===== src/rtl/ft60x_pkg.sv =====
// rtl/ft60x_pkg.sv - shared state encoding, grant and stats constants for the FT60x bus arbiter
package ft60x_pkg;

    typedef enum logic [2:0] {
        ST_IDLE    = 3'd0,
        ST_RX_OE   = 3'd1,
        ST_RX_DATA = 3'd2,
        ST_TX_DATA = 3'd3,
        ST_TURN    = 3'd4
    } arb_state_t;

    localparam logic GRANT_RX = 1'b0;
    localparam logic GRANT_TX = 1'b1;

    localparam int STAT_WORD_W  = 32;
    localparam int STAT_BURST_W = 16;

endpackage


===== src/rtl/ft60x_arb_stats.sv =====
// rtl/ft60x_arb_stats.sv - saturating word/burst counters, built only with FT60X_ARB_STATS_EN
module ft60x_arb_stats
    import ft60x_pkg::*;
(
    input  logic                    usb_clk,
    input  logic                    usb_rstn,
    input  logic                    rx_inc,
    input  logic                    tx_inc,
    input  logic                    burst_inc,
    output logic [STAT_WORD_W-1:0]  rx_words,
    output logic [STAT_WORD_W-1:0]  tx_words,
    output logic [STAT_BURST_W-1:0] bursts
);

    localparam logic [STAT_WORD_W-1:0]  WORD_MAX  = '1;
    localparam logic [STAT_WORD_W-1:0]  WORD_ONE  = 1;
    localparam logic [STAT_BURST_W-1:0] BURST_MAX = '1;
    localparam logic [STAT_BURST_W-1:0] BURST_ONE = 1;

    always_ff @(posedge usb_clk or negedge usb_rstn) begin
        if (!usb_rstn) begin
            rx_words <= '0;
            tx_words <= '0;
            bursts   <= '0;
        end else begin
            if (rx_inc && rx_words != WORD_MAX)
                rx_words <= rx_words + WORD_ONE;
            if (tx_inc && tx_words != WORD_MAX)
                tx_words <= tx_words + WORD_ONE;
            if (burst_inc && bursts != BURST_MAX)
                bursts <= bursts + BURST_ONE;
        end
    end

endmodule


===== src/rtl/ft60x_bus_arbiter.sv =====
// rtl/ft60x_bus_arbiter.sv - FT60x 245-sync FIFO bus arbiter/sequencer; optional stats via FT60X_ARB_STATS_EN
module ft60x_bus_arbiter
    import ft60x_pkg::*;
#(
    parameter int MAX_BURST   = 256,
    parameter int TURN_CYCLES = 1
) (
    input  logic        usb_clk,
    input  logic        usb_rstn,
    input  logic        usb_txe_n,
    input  logic        usb_rxf_n,
    output logic        usb_wr_n,
    output logic        usb_rd_n,
    output logic        usb_oe_n,
    output logic        usb_data_t,
    input  logic        rx_afull,
    output logic        rx_wr_en,
    input  logic        tx_rd_valid,
    input  logic        tx_last,
    output logic        tx_rd_en,
    output logic [2:0]  arb_state
`ifdef FT60X_ARB_STATS_EN
    ,
    output logic [STAT_WORD_W-1:0]  stat_rx_words,
    output logic [STAT_WORD_W-1:0]  stat_tx_words,
    output logic [STAT_BURST_W-1:0] stat_bursts
`endif
);

    localparam int CNT_W = $clog2(MAX_BURST + 1);
    localparam logic [CNT_W-1:0] CNT_LAST = CNT_W'(MAX_BURST - 1);
    localparam logic [CNT_W-1:0] CNT_ONE  = 1;
    localparam logic [3:0] TURN_LOAD = 4'(TURN_CYCLES - 1);
    localparam logic [3:0] TURN_ONE  = 4'd1;

    arb_state_t       state;
    logic             last_grant;
    logic [CNT_W-1:0] burst_cnt;
    logic [3:0]       turn_cnt;

    logic rx_req;
    logic tx_req;
    logic burst_full;
    logic rx_done;
    logic tx_done;

    assign rx_req = ~usb_rxf_n & ~rx_afull;
    assign tx_req = ~usb_txe_n & tx_rd_valid;

    // Strobes follow the pins combinationally so a word is never popped or captured
    // in a cycle the chip is not ready; everything else decodes the state register.
    assign rx_wr_en   = (state == ST_RX_DATA) & ~usb_rxf_n;
    assign tx_rd_en   = (state == ST_TX_DATA) & tx_rd_valid & ~usb_txe_n;
    assign usb_wr_n   = ~tx_rd_en;
    assign usb_rd_n   = (state != ST_RX_DATA);
    assign usb_oe_n   = ~((state == ST_RX_OE) | (state == ST_RX_DATA));
    assign usb_data_t = (state != ST_TX_DATA);
    assign arb_state  = state;

    assign burst_full = (burst_cnt == CNT_LAST);
    assign rx_done    = usb_rxf_n | rx_afull | (rx_wr_en & burst_full);
    assign tx_done    = usb_txe_n | ~tx_rd_valid | (tx_rd_en & (tx_last | burst_full));

    always_ff @(posedge usb_clk or negedge usb_rstn) begin
        if (!usb_rstn) begin
            state      <= ST_IDLE;
            last_grant <= GRANT_TX;
            burst_cnt  <= '0;
            turn_cnt   <= '0;
        end else begin
            case (state)
                ST_IDLE: begin
                    if (rx_req && (!tx_req || last_grant == GRANT_TX)) begin
                        state      <= ST_RX_OE;
                        last_grant <= GRANT_RX;
                    end else if (tx_req) begin
                        state      <= ST_TX_DATA;
                        last_grant <= GRANT_TX;
                    end
                end
                ST_RX_OE: state <= ST_RX_DATA;
                ST_RX_DATA: begin
                    if (rx_done) begin
                        state     <= ST_TURN;
                        burst_cnt <= '0;
                        turn_cnt  <= TURN_LOAD;
                    end else if (rx_wr_en) begin
                        burst_cnt <= burst_cnt + CNT_ONE;
                    end
                end
                ST_TX_DATA: begin
                    if (tx_done) begin
                        state     <= ST_TURN;
                        burst_cnt <= '0;
                        turn_cnt  <= TURN_LOAD;
                    end else if (tx_rd_en) begin
                        burst_cnt <= burst_cnt + CNT_ONE;
                    end
                end
                ST_TURN: begin
                    if (turn_cnt == 4'd0)
                        state <= ST_IDLE;
                    else
                        turn_cnt <= turn_cnt - TURN_ONE;
                end
                default: state <= ST_IDLE;
            endcase
        end
    end

`ifdef FT60X_ARB_STATS_EN
    logic turn_entry;

    assign turn_entry = ((state == ST_RX_DATA) & rx_done) | ((state == ST_TX_DATA) & tx_done);

    ft60x_arb_stats u_stats (
        .usb_clk   (usb_clk),
        .usb_rstn  (usb_rstn),
        .rx_inc    (rx_wr_en),
        .tx_inc    (tx_rd_en),
        .burst_inc (turn_entry),
        .rx_words  (stat_rx_words),
        .tx_words  (stat_tx_words),
        .bursts    (stat_bursts)
    );
`endif

endmodule


===== config.mk =====
export PLATFORM = sky130hd
export DESIGN_NAME = ft60x_bus_arbiter
export DESIGN_NICKNAME = d
export VERILOG_FILES = /design/src/rtl/ft60x_pkg.sv /design/src/rtl/ft60x_arb_stats.sv /design/src/rtl/ft60x_bus_arbiter.sv
export SDC_FILE = /design/constraint.sdc
export NUM_CORES = 1
export LEC_CHECK = 0
export CORE_ASPECT_RATIO = 1.75
export CORE_MARGIN = 2
export CORE_UTILIZATION = 35
export CTS_CLUSTER_SIZE = 25
export DETAILED_ROUTE_END_ITERATION = 16
export SLEW_MARGIN = 20
export SYNTH_ARGS = -nofsm -noshare
export SYNTH_HDL_FRONTEND = slang
export SYNTH_SLANG_ARGS = --single-unit

===== constraint.sdc =====
create_clock -name usb_clk -period 2.5 [get_ports usb_clk]
set_input_delay 0.5 -clock usb_clk [delete_from_list [all_inputs] [get_ports usb_clk]]
set_output_delay 0.5 -clock usb_clk [all_outputs]
set_load 0.02 [all_outputs]

== Word-level counts from Yosys, hierarchy flattened ==
Cells that the tools add are included.
Storage, ports and cells
  output and inout bits: 9
  logic and storage cells: 68
  register bits after elaboration: 17
  bits of input ports: 7
Operators by class
  mux-type cells: 17
  $add $sub $neg: 2
  eq/ne operators: 14
  bitwise gates (word level): 19
  reduce and logical (&&, ||, !) cells: 12
Operators by type and width (number)
  9-bit two-way mux: 4
  9-bit one-hot mux with 2 select lines: 1
  3-bit two-way mux: 5
  3-bit one-hot mux with 5 select lines: 1
  4-bit two-way mux: 3
  4-bit one-hot mux with 3 select lines: 1
  9-bit by 1-bit adder with 9-bit output, second input constant: 1
  9-bit by 8-bit equality test with 1-bit output, second input constant: 1
  3-bit inequality test, second input constant: 3
  2-bit inequality test, second input constant: 4
  4-bit AND reduction: 2
  1-bit bitwise AND: 7
  3-bit by 2-bit equality test with 1-bit output, second input constant: 2
  3-bit by 2-bit inequality test with 1-bit output, second input constant: 2
  1-bit NOT: 6
  1-bit OR: 6
  4-bit logical NOT: 1
  2-bit nonzero test: 2
  4-bit by 1-bit subtractor with 4-bit output, second input constant: 1
  3-bit by 1-bit equality test with 1-bit output, second input constant: 1
  3-bit equality test, second input constant: 1
  3-bit logical NOT: 1
  3-bit AND reduction: 1
  3-bit nonzero test: 1
  other kinds (5): 6

== Logic depth before layout (Yosys ltp) ==
  word-level depth: 7
  mapped depth: 8

== Worst setup path before layout ==
Ideal clock, no wire load.
  path kind: register to output
  start point: register state[1], in the netlist arb_state[1]
  end point: output port tx_rd_en
  arrival time: 1.392 ns
  required time: 2.000 ns
  cell stages (with the launch flop): 5
  setup slack: 0.608 ns
  cells stage by stage: dfrtp_1 nor2b_1 buf_2 nand3_1 inv_1
Between the ends
  word-level cells in the longest chain between the ends: 3
RTL lines
  start, declared: RTL line ft60x_bus_arbiter.sv:36  | arb_state_t state;
  start signal, assigned: RTL line ft60x_bus_arbiter.sv:66  | state <= ST_IDLE;
  start signal, assigned: RTL line ft60x_bus_arbiter.sv:74  | state <= ST_RX_OE;
  start signal, assigned: RTL line ft60x_bus_arbiter.sv:77  | state <= ST_TX_DATA;
  3-bit by 2-bit equality test with 1-bit output: RTL line ft60x_bus_arbiter.sv:53  | assign tx_rd_en = (state == ST_TX_DATA) & tx_rd_valid & ~usb_txe_n;
  1-bit bitwise AND (2 in a row): RTL line ft60x_bus_arbiter.sv:53
  end, declared: RTL line ft60x_bus_arbiter.sv:20  | output logic tx_rd_en,
Every way passes these cells.

== Worst setup path after layout ==
  start point: register state[2], in the netlist arb_state[2]
  end point: output port usb_data_t
Between the ends
  word-level cells in the longest chain between the ends: 1
RTL lines
  3-bit by 2-bit inequality test with 1-bit output: RTL line ft60x_bus_arbiter.sv:57  | assign usb_data_t = (state != ST_TX_DATA);
  end, declared: RTL line ft60x_bus_arbiter.sv:15  | output logic usb_data_t,
Every way passes these cells.

==> results.py <==
metrics = {
    "status": {
        "outcome": "finished clean",
    },
    "synth": {
        "yosys.area.top_type_share_pct": 39.5,
        "ys_seq_elements": 17,
        "synth_top_family_by_area": "simple AND/OR/NAND/NOR gates",
        "synth_mux_area_share_pct": 0,
        "yosys_warnings": 0,
        "yosysSeqAreaShare_pct": 42.0,
        "synth_compound_area_share_pct": 20.3,
        "synthArstFlopShare_pct": 100,
        "synth_ff_type": "dfrtp_1",
        "synth_top_area_cell": "dfrtp_1",
        "syn_area_per_cell_sq_um": 9.95,
        "synthTopCellsByArea": "dfrtp_1 39%, a21o_1 4.4%, ha_1 3.7%, nand2_1 3.7%, o21ai_1 3.5%",
        "syn_nets": 112,
        "synth_cells": 102,
        "synthAdderAreaFrac_pct": 3.70,
        "synth_xor_area_share_pct": 1.73,
        "yosysUniqueCellTypes": 40,
        "synth_edf_count": 0,
        "yosys.area_share.simple_pct": 27.6,
        "synth_area_sq_mm": 0.00101,
    },
    "setup_path": {
        "reg2reg_slack_ps": 500,
        "path_cells": "nor2b_1 -> buf_4 -> nand2_1 -> clkdlybuf4s50_1",
        "cpLargestDelayFamily": "buffers and inverters",
        "critPathLaunch": "arb_state[2]",
        "ff2ff_path_depth": 7,
        "critical_path_required_ps": 2000,
        "slowest_stage": "clkdlybuf4s50_1",
        "startpoint_type": "register",
        "cp-end-kind": "output port",
        "path_buf_inv": 2,
        "cp.depth": 4,
        "r2r-end": "burst_cnt[2]",
        "cpPeakStageDelay_ps": 550,
        "criticalPathCategory": "register to output port",
        "path_max_fanout": 9,
        "worstPathArrival_ps": 1780,
        "r2r_start": "burst_cnt[0]",
    },
    "global_route": {
        "antenna_found_initial": 0,
        "grt.overflow.total": 0,
        "grt_pass1_wl_mm": 3.72,
        "grt_start_max_net_pins": 18,
        "grt_pass1_vias": 856,
        "track_usage_pct": 14.9,
    },
    "timing": {
        "skew_ps": 1.78,
        "setup-violations-final": 0,
        "hold_violations": 0,
        "relSlewSlack_pct": 68.2,
        "worst_pin_slew_ps": 477,
        "finalWorstSetupSlack_ps": 223,
        "fin_crit_ps": 2280,
        "timing.final.crit_share_pct": 91.1,
        "grt_setup_unrepaired": "false",
        "drv_slew": 0,
        "fmax_mhz": 439,
    },
    "die": {
        "dieArea_sq_mm": 0.00336,
        "core_area_sq_mm": 0.00272,
        "num_rows": 25,
        "die_w_microns": 44.7,
        "die_h_microns": 75.2,
        "ios": 16,
        "start_util_pct": 37.3,
    },
    "clock_network": {
        "clock_sinks": 17,
        "postCtsHoldBufs": 0,
        "htree_num_levels": 1,
        "clockRootBuffer": "clkbuf_8",
        "clkTransAtPathRegs_ps": 60,
        "clock_latency_ps": 250,
        "cts_tree": "done",
        "clock_path_buffers": 2,
        "cts_buffers": 3,
    },
    "placement": {
        "place_ws_ps": -35.0,
        "dp_hpwl_mm": 1.60,
        "port_buffers": 15,
        "gp_congestion": 0.764,
    },
    "power": {
        "p_sw_mw": 0.472,
        "sw_frac_of_total_pct": 40.3,
        "power_mw": 1.17,
        "power_density_mw_per_mm2": 939,
        "vdd_drop_max_mv": 0.478,
        "power_frac_comb_pct": 44.8,
        "internal_power_mw": 0.699,
        "pwr-share-clk_pct": 17.2,
        "seqPwrFrac_pct": 38.0,
        "leakagePower_nw": 0.573,
    },
    "route": {
        "highest-signal-layer": "met4",
        "wl_met2_mm": 1.19,
        "first_pass_iters": 2,
        "ant_nets": 0,
        "first_iter_violations": 10,
        "post_drt_wl_per_cell_microns": 14.4,
        "routed_wl_mm": 2.14,
        "wl_met3_microns": 69,
        "vias_per_cell": 5.64,
        "vias": 835,
        "met1_length_microns": 861,
        "drc": 0,
    },
    "finish": {
        "layout.nets": 132,
        "post_route_cells_drive_above_1_share_pct": 12.4,
        "antennaDiodeCount": 0,
        "synthToLayoutAreaGrowth_pct": 22.9,
    },
    "flow_run": {
        "maxCapViolCount": 0,
    },
    "hold_path": {
        "min_from": "burst_cnt[8]",
        "holdPathStages": 2,
        "holdPathEnd": "burst_cnt[8]",
        "hold_class": "register to register",
    },
}
## synthesized netlist by cell type (all sizes together), types with 2 or more instances
| library cell | number |
|---|---|
| o31ai | 3 |
| nand2 | 10 |
| nand3 | 2 |
| nor2 | 7 |
| ha | 3 |
| o21ai | 8 |
| nand2b | 5 |
| a21o | 6 |
| inv | 5 |
| dfrtp | 16 |
| xor2 | 2 |
| a21oi | 2 |
| nor2b | 2 |
| and4 | 2 |
| buf | 3 |
| nor3 | 3 |
| and3 | 2 |
| nor4b | 4 |
| and2 | 3 |
## metal layers
| layer | global-route usage [%] | up-vias |
|---|---|---|
| met3 | 2.16 | 2 |
| li1 | - | 410 |
| met2 | 27.9 | 14 |
| met1 | 16.0 | 409 |
| met5 | 0 | - |
| met4 | 6.06 | 0 |
## cells in the final DEF, fill, tap and decap left out, types with 3 or more instances in the layout
master,count
a21o_1,6
and2_1,3
buf_4,4
clkbuf_8,3
clkdlybuf4s50_1,13
dfrtp_1,16
ha_1,3
inv_1,4
nand2_1,10
nand2b_1,5
nor2_1,6
nor4b_1,3
o21ai_1,7
o31ai_1,3
## cells by family after synthesis
kind of cell,Yosys count
AO/OA/AOI/OAI,26
XOR/XNOR,2
adder cells (fa/ha/maj),3
buffers and inverters,9
flip-flops,17
AND/OR/NAND/NOR,45
## what timing repair did
item / in CTS / in global routing
setup endpoints to repair: 1 / 1
gates resized for setup: 1 / 1
hold endpoints to repair: 0 / 0
setup buffers: 0 / 0
## worst reg2reg max path: cells and delay by family, from the launching register on
kind,cells,cell delay [ps]
AND/OR/NAND/NOR,3,680
adder cells (fa/ha/maj),2,460
AO/OA/AOI/OAI,2,390
flip-flops,1,410
## metrics by stage
step | TNS (ps) | hold WS, ps | cell area [sq um] | std cells | util [%]
after CTS | 0 | 481 | 1240 | 148 | 45.7
after floorplan | 0 | 204 | 1010 | 102 | -
after detailed placement | -35.0 | 466 | 1200 | 144 | 44.1
final | 0 | 474 | 1250 | 148 | 45.8
after global placement | 0 | 460 | 1200 | 144 | 44.1
after global routing | 0 | 500 | 1250 | 148 | 45.8
## cell type report
class	count	area [sq um]
sequential	17	427
clock buffer	4	45.0
inverter	5	18.8
timing repair buffer	19	181
tap	27	33.8
fill	265	1470
multi-input combinational	76	542
## power by group through the flow
| stage | Combinational, mW | Clock, mW | Sequential (mW) |
|---|---|---|---|
| after detailed placement | 0.533 | 0 | 0.450 |
| after floorplan | 0.337 | 0 | 0.454 |
| after CTS | 0.536 | 0.212 | 0.445 |
| after global routing | 0.583 | 0.223 | 0.461 |
| after global placement | 0.526 | 0 | 0.445 |
| final | 0.524 | 0.201 | 0.445 |
## worst max-delay path by stage
stage	end	slack (ps)
after floorplan	tx_rd_en	610
after global placement	tx_rd_en	50
after detailed placement	tx_rd_en	-40
after CTS	usb_wr_n	80
after global routing	rx_wr_en	80
final	usb_data_t	220
## sequential cells by signal, summed over array words and instances (netlist names)
name        count
arb_state       3
last_grant      1
turn_cnt        4
burst_cnt       9
Power figures use the tool's default switching activity.
